`config.mk`:
```
export PLATFORM = sky130hd
export DESIGN_NAME = riscv_core_imem_resp_queue
export DESIGN_NICKNAME = d
export VERILOG_FILES = /design/src/rtl/riscv_core_imem_resp_queue.sv
export SDC_FILE = /design/constraint.sdc
export NUM_CORES = 1
export LEC_CHECK = 0
export ABC_AREA = 0
export BUFFER_PORTS_ARGS = -buffer_cell sky130_fd_sc_hd__buf_2
export CAP_MARGIN = 40
export CELL_PAD_IN_SITES_DETAIL_PLACEMENT = 1
export CELL_PAD_IN_SITES_GLOBAL_PLACEMENT = 1
export CORE_ASPECT_RATIO = 1.2
export CORE_MARGIN = 2
export CORE_UTILIZATION = 46
export CTS_BUF_LIST = sky130_fd_sc_hd__clkbuf_2 sky130_fd_sc_hd__clkbuf_4 sky130_fd_sc_hd__clkbuf_8
export CTS_CLUSTER_SIZE = 10
export DETAILED_ROUTE_END_ITERATION = 12
export GPL_TIMING_DRIVEN = 0
export PLACE_DENSITY = 0.94
export SYNTH_ARGS = -nofsm -noshare
export SYNTH_HDL_FRONTEND = slang
export SYNTH_SLANG_ARGS = --single-unit
```
`constraint.sdc`:
```
create_clock -name clk -period 5.9 [get_ports clk]
set_input_delay 0.295 -clock clk [delete_from_list [all_inputs] [get_ports clk]]
set_output_delay 0.295 -clock clk [all_outputs]
set_load 0.05 [all_outputs]
```
`src/rtl/riscv_core_imem_resp_queue.sv`:
```
// Instruction-memory response queue between the fetch stage and decode.
// Optional macro RISCV_IMEMQ_BYPASS_EN adds a 0-cycle bypass from an empty queue.
module riscv_core_imem_resp_queue #(
  parameter int DEPTH = 2
) (
  input  logic                     clk,
  input  logic                     reset_n,
  input  logic                     imemreq_val,
  input  logic                     imemreq_rdy,
  output logic                     imemreq_allow,
  input  logic                     imemresp_val,
  input  logic [31:0]              imemresp_msg_data,
  input  logic                     squash,
  output logic                     inst_val,
  output logic [31:0]              inst_data,
  input  logic                     inst_rdy,
  output logic [$clog2(DEPTH):0]   count,
  output logic                     proto_err
);

  localparam int PW = $clog2(DEPTH);
  localparam int CW = PW + 1;
  // One spare bit: a redirect may fire while the window is already full.
  localparam int OW = CW + 1;

  logic [PW-1:0] wr_ptr_q, wr_ptr_d;
  logic [PW-1:0] rd_ptr_q, rd_ptr_d;
  logic [CW-1:0] count_q, count_d;
  logic [OW-1:0] out_cnt_q, out_cnt_d;
  logic [OW-1:0] drop_cnt_q, drop_cnt_d;
  logic          proto_err_q, proto_err_d;
  logic [31:0]   mem_q [DEPTH];
  logic [31:0]   mem_d [DEPTH];

  logic          req_fire;
  logic          resp_stray;
  logic          resp_ok;
  logic          resp_drop;
  logic          resp_take;
  logic          fifo_nonempty;
  logic          fifo_full;
  logic          bypass;
  logic [31:0]   bypass_data;
  logic          deq;
  logic          enq;
  logic          overflow;

  always_comb begin
    req_fire      = imemreq_val & imemreq_rdy;
    resp_stray    = imemresp_val & (out_cnt_q == '0);
    resp_ok       = imemresp_val & ~resp_stray;
    resp_drop     = resp_ok & (squash | (drop_cnt_q != '0));
    resp_take     = resp_ok & ~resp_drop;
    fifo_nonempty = (count_q != '0);
    fifo_full     = (count_q == CW'(DEPTH));

`ifdef RISCV_IMEMQ_BYPASS_EN
    bypass      = resp_take & ~fifo_nonempty;
    bypass_data = imemresp_msg_data;
`else
    bypass      = 1'b0;
    bypass_data = 32'h0;
`endif

    inst_val  = ~squash & (fifo_nonempty | bypass);
    inst_data = 32'h0;
    if (inst_val) begin
      inst_data = fifo_nonempty ? mem_q[rd_ptr_q] : bypass_data;
    end

    deq      = inst_val & inst_rdy & fifo_nonempty;
    // A bypassed word consumed this cycle never touches storage.
    enq      = resp_take & ~(bypass & inst_rdy) & (~fifo_full | deq);
    overflow = resp_take & ~(bypass & inst_rdy) & fifo_full & ~deq;

    mem_d = mem_q;
    if (enq) begin
      mem_d[wr_ptr_q] = imemresp_msg_data;
    end

    wr_ptr_d = wr_ptr_q;
    rd_ptr_d = rd_ptr_q;
    count_d  = count_q;
    if (squash) begin
      wr_ptr_d = '0;
      rd_ptr_d = '0;
      count_d  = '0;
    end else begin
      if (enq) wr_ptr_d = wr_ptr_q + PW'(1);
      if (deq) rd_ptr_d = rd_ptr_q + PW'(1);
      count_d = count_q + CW'(enq) - CW'(deq);
    end

    out_cnt_d = out_cnt_q + OW'(req_fire) - OW'(resp_ok);

    // Every fetch still in flight at a redirect is stale, except the redirect
    // target itself and the response retired in this very cycle.
    drop_cnt_d = drop_cnt_q;
    if (squash) begin
      drop_cnt_d = out_cnt_q - OW'(resp_ok);
    end else if (resp_ok && (drop_cnt_q != '0)) begin
      drop_cnt_d = drop_cnt_q - OW'(1);
    end

    proto_err_d = proto_err_q | resp_stray | overflow;

    imemreq_allow = (({1'b0, out_cnt_q} + (OW + 1)'(count_q)) < (OW + 1)'(DEPTH));
    count         = count_q;
    proto_err     = proto_err_q;
  end

  always_ff @(posedge clk) begin
    if (!reset_n) begin
      wr_ptr_q    <= '0;
      rd_ptr_q    <= '0;
      count_q     <= '0;
      out_cnt_q   <= '0;
      drop_cnt_q  <= '0;
      proto_err_q <= 1'b0;
    end else begin
      wr_ptr_q    <= wr_ptr_d;
      rd_ptr_q    <= rd_ptr_d;
      count_q     <= count_d;
      out_cnt_q   <= out_cnt_d;
      drop_cnt_q  <= drop_cnt_d;
      proto_err_q <= proto_err_d;
    end
  end

  for (genvar gi = 0; gi < DEPTH; gi++) begin : g_mem
    always_ff @(posedge clk) begin
      if (!reset_n) begin
        mem_q[gi] <= 32'h0;
      end else begin
        mem_q[gi] <= mem_d[gi];
      end
    end
  end

endmodule

```
Yosys cells after proc, flatten, opt, wreduce, memory -nomap -nowiden --
Cells that the tools add are included.
Storage, ports and cells: register bits 75, bits of input ports 39, logic and storage cells 62
Cells by class: $add $sub $neg 9, $lt $le $gt $ge 4, equal/unequal tests 1, muxes and demuxes 10, bitwise operators 23, reductions and logical operators 7
Operators by type and width (count):
- 32-bit 2-to-1 mux | 6
- 64-bit bitwise mux | 1
- 32-bit demux with 1-bit select | 1
- 1-bit AND | 11
- 3-bit 2-to-1 mux | 2
- 1-bit NOT | 6
- 3-bit by 1-bit subtractor with 3-bit output | 2
- 3-bit by 2-bit adder with 4-bit output | 1
- 2-bit greater-or-equal comparator (second input constant) | 2
- 4-bit by 2-bit < comparator with 1-bit output (second input constant) | 1
- 1-bit NOT with 2-bit output | 2
- 1-bit bitwise OR | 4
- 2-bit nonzero test | 2
- 3-bit by 1-bit adder with 3-bit output | 1
- 3-bit logical NOT | 1
- 3-bit nonzero test | 1
- 3-bit by 1-bit subtractor with 3-bit output (second input constant) | 1
- 1-bit adder (second input constant) | 2
- 2-bit by 1-bit adder with 2-bit output | 1
- 2-bit equality test (second input constant) | 1
- 1-bit logical AND | 2
- 2-bit by 1-bit < comparator with 1-bit output (second input constant) | 1
- 2-bit OR reduction | 1
- 2-bit by 1-bit subtractor with 2-bit output | 1

Longest topological paths before layout --
word-level depth 10, depth in mapped cells 10

Worst setup path before layout --
No wires, ideal clock.
path kind reg-to-output, start point register count_q[1] (netlist: count[1]), end point output port imemreq_allow, arrival 2.324 ns, slack 3.281 ns, stages on the path, launching flop included 6, path through dfxtp_1 > inv_1 > fa_1 > a311oi_1 > mux2i_1 > nor2b_1
Between the ends: cells in the longest elaborated chain, start to end 2
RTL lines:
- start: declaration | line 28 | logic [CW-1:0] count_q, count_d;
- start signal: assignment | line 123 | count_q <= count_d;
- 3-bit by 2-bit adder with 4-bit output | line 107 | imemreq_allow = (({1'b0, out_cnt_q} + (OW + 1)'(count_q)) < (OW + 1)'(DEPTH));
- 4-bit by 2-bit < comparator with 1-bit output | line 107
- end: declaration | line 10 | output logic imemreq_allow,
No other way between the ends.

Worst setup path after layout --
start point register rd_ptr_q, end point output port inst_data[5]
Between the ends: cells in the longest elaborated chain, start to end 6
RTL lines:
- start: declaration | line 27 | logic [PW-1:0] rd_ptr_q, rd_ptr_d;
- start signal: assignment | line 122 | rd_ptr_q <= rd_ptr_d;
- 1-bit NOT with 2-bit output (not written as such) | line 68 | inst_data = fifo_nonempty ? mem_q[rd_ptr_q] : bypass_data;
- 32-bit 2-to-1 mux (not written as such) (3 in a row) | line 68
- 32-bit 2-to-1 mux | line 68
- 32-bit 2-to-1 mux | line 67 | if (inst_val) begin
- end: declaration | line 15 | output logic [31:0] inst_data,
No other way between the ends. The select of a mux whose other input is x is not followed.

==> results.sh <==
export IMPL_place_area_um2=4130
export IMPL_fin_nets=538
export IMPL_yosysSeqAreaShare_pct=41.2
export IMPL_yosys_area_top_type_share_pct=41.2
export IMPL_grt_pass1_wl_um=16500
export IMPL_antenna_found_initial=1
export IMPL_post_route_period_util_pct=43.4
export IMPL_rows=35
export IMPL_synth_top_family_by_area="multiplexers"
export IMPL_status="finished, final reports clean"
export IMPL_crit_required_ps=5610
export IMPL_synth_simple_area_share_pct=18.6
export IMPL_cts_inserted_buffers=9
export IMPL_tightest_slew_ps=809
export IMPL_r2r_start="count[0]"
export IMPL_cp_max_fo=10
export IMPL_power_density_nw_per_um2=304
export IMPL_r2r_end="count[1]"
export IMPL_area_delta_synth_final_pct=19.1
export IMPL_postCtsSetupRepairBufs=0
export IMPL_maxSlewViolCount=0
export IMPL_drtIter0Drc=78
export IMPL_holdCritStartpoint="imemresp_msg_data[2]"
export IMPL_cap_violations=0
export IMPL_critPathArrivalTime_ps=2260
export IMPL_start_util_pct=47.3
export IMPL_skew_ps=11.5
export IMPL_hold_end="mem_q[2]"
export IMPL_gp_congestion=0.804
export IMPL_die_y_um=102
export IMPL_synth_seq_cells=75
export IMPL_synth_async_reset_ratio_pct=0
export IMPL_final_layout_size_suffix_gt1_share_pct=20.4
export IMPL_synth_cell_types=34
export IMPL_firstDrtPassIters=4
export IMPL_synthMuxAreaShare_pct=26.6
export IMPL_avgSynthCellArea_um2=9.01
export IMPL_holdWs_ps=209
export IMPL_wire_per_inst_um=17.2
export IMPL_diodes=0
export IMPL_syn_num_nets=453
export IMPL_dp_cells=571
export IMPL_p_leak_nw=2.14
export IMPL_drtAntennaViolNets=0
export IMPL_ys_top_cells_by_area="dfxtp_1 41%, mux2i_1 27%, nand2_1 10%"
export IMPL_chipWidth_um=85.3
export IMPL_fin_cells=587
export IMPL_cts_tree="built"
export IMPL_grt_total_usage_pct=24.3
export IMPL_hold_class="input pin to register"
export IMPL_synthAdderAreaFrac_pct=3.50
export IMPL_grt_ovfl_total=0
export IMPL_fin_util_pct=56.4
export IMPL_fin_area_um2=4350
export IMPL_viasPerCell=5.44
export IMPL_synth_top_area_cell="dfxtp_1"
export IMPL_h_tree_depth=3
export IMPL_yosysWarningCount=0
export IMPL_start_kind="register"
export IMPL_grt_max_degree=13
export IMPL_worst_setup_path_end_kind="output pin"
export IMPL_slew_headroom_pct=46.1
export IMPL_hold_viol_final=0
export IMPL_clk_path_buf_depth=2
export IMPL_die_area_um2=8660
export IMPL_synth_edff_count=0
export IMPL_ff2ff_path_depth=9
export IMPL_synth_common_cells="102 x nand2_1, 97 x mux2i_1, 75 x dfxtp_1"
export IMPL_cts_clk_slew_worst_paths_ps=80
export IMPL_postRouteWirelength_um=10100
export IMPL_period_minus_slack_ps=2560
export IMPL_yosysMostFrequentCell="nand2_1"
export IMPL_synthXorXnorAreaFrac_pct=1.20
export IMPL_hold_depth=3
export IMPL_rsz0062_at_grt="false"
export IMPL_core_area_um2=7710
export IMPL_hold_buffers=0
export IMPL_numClockSinks=75
export IMPL_port_buffers=74
export IMPL_synth_ff_type="dfxtp_1"
export IMPL_max_freq_mhz=391
export IMPL_drc=0
export IMPL_crit_type="register to output pin"
export IMPL_num_vias=3191
export IMPL_clock_latency_ps=350
export IMPL_cts_root_buf="clkbuf_8"
export IMPL_grt_pass1_vias=3504
export IMPL_dp_hpwl_um=7370
export IMPL_syn_cell_area_um2=3650
export IMPL_synthCells=405
export IMPL_r2r_setup_slack_ps=3380
export IMPL_cts_resized=0
export IMPL_setup_violations=0
export IMPL_vdd_ir_drop_max_v=0.000201
export IMPL_pin_count=76
export IMPL_setup_tns_ps=0
export IMPL_synth_compound_area_share_pct=3.33
-- metal layers --
layer	part of all wire (%)	GRT usage (%)
met5	0.13	0
met2	54	46.3
met4	2.6	10.7
met1	39	25.8
met3	4.1	4.48
-- area by class of cell --
class	count	area, µm²
fill	921	3360
multi-input combinational	290	1940
sequential	75	1500
timing repair buffer	74	370
clock buffer	13	166
buffer	29	161
tap	92	115
clock inverter	3	46.3
inverter	11	41.3
-- power by group --
part / total [mW] / leakage, nW / switching (mW) / internal [mW]
sequential: 0.583 / 0.607 / 0.0362 / 0.547
combinational: 0.322 / 1.42 / 0.191 / 0.130
clock: 0.416 / 0.107 / 0.187 / 0.229
-- worst max-delay path by stage --
stage	from	endpoint	slack [ps]	cells after the start
floorplan	count[1]	imemreq_allow	3280	5
global placement	count[0]	count[1]	3520	9
detailed placement	count[0]	count[1]	3370	9
CTS	rd_ptr_q	inst_data[5]	3320	5
global route	count[0]	count[1]	3150	9
finish	rd_ptr_q	inst_data[5]	3340	5
-- cell usage in the layout, fill, tap and decap left out, types with 2 or more instances in the layout --
cell type,Yosys,routed
nand2b_1,5,5
buf_2,3,77
dfxtp_1,75,75
nor2b_1,3,3
clkbuf_4,0,2
a31oi_1,2,2
buf_6,6,6
a21oi_1,3,3
mux2i_1,97,97
o41ai_1,2,2
nand2_1,102,102
inv_1,11,11
nand3_1,2,2
or3_1,2,2
xnor2_1,5,5
or4_1,2,2
ha_1,7,7
fa_1,2,2
nor2_1,36,36
nor3b_1,2,2
nor3_1,3,3
o21ai_0,2,2
clkbuf_1,19,19
clkbuf_8,0,11
and2_1,2,2
a311oi_1,2,2
-- flip-flops by register name, indices dropped and copies added, names as in the netlist --
signal and cells:
out_cnt_q 3, wr_ptr_q 1, drop_cnt_q 3, proto_err 1, count 2, rd_ptr_q 1, mem_q 64
-- through the flow --
step | setup slack (ps) | total power, mW
floorplan | 3280 | 0.823
global placement | 3520 | 0.891
detailed placement | 3370 | 0.913
CTS | 3320 | 1.33
global route | 3150 | 1.38
finish | 3340 | 1.32
-- worst max-delay path: stages (launching register included) --
cell and delay (ps):
dfxtp_1 320, clkbuf_1 310, clkbuf_1 660, mux2i_1 190
nor2_1 160, buf_2 290
-- logic make-up (layout without fill, tap and decap cells) --
family | after synthesis | in the layout
AO/OA/AOI/OAI | 16 | 16
buffers and inverters | 40 | 130
multiplexers | 97 | 97
flip-flops | 75 | 75
XOR/XNOR | 5 | 5
AND/OR/NAND/NOR | 163 | 163
adder cells (fa/ha/maj) | 9 | 9
(Power assumes the default switching activity.)
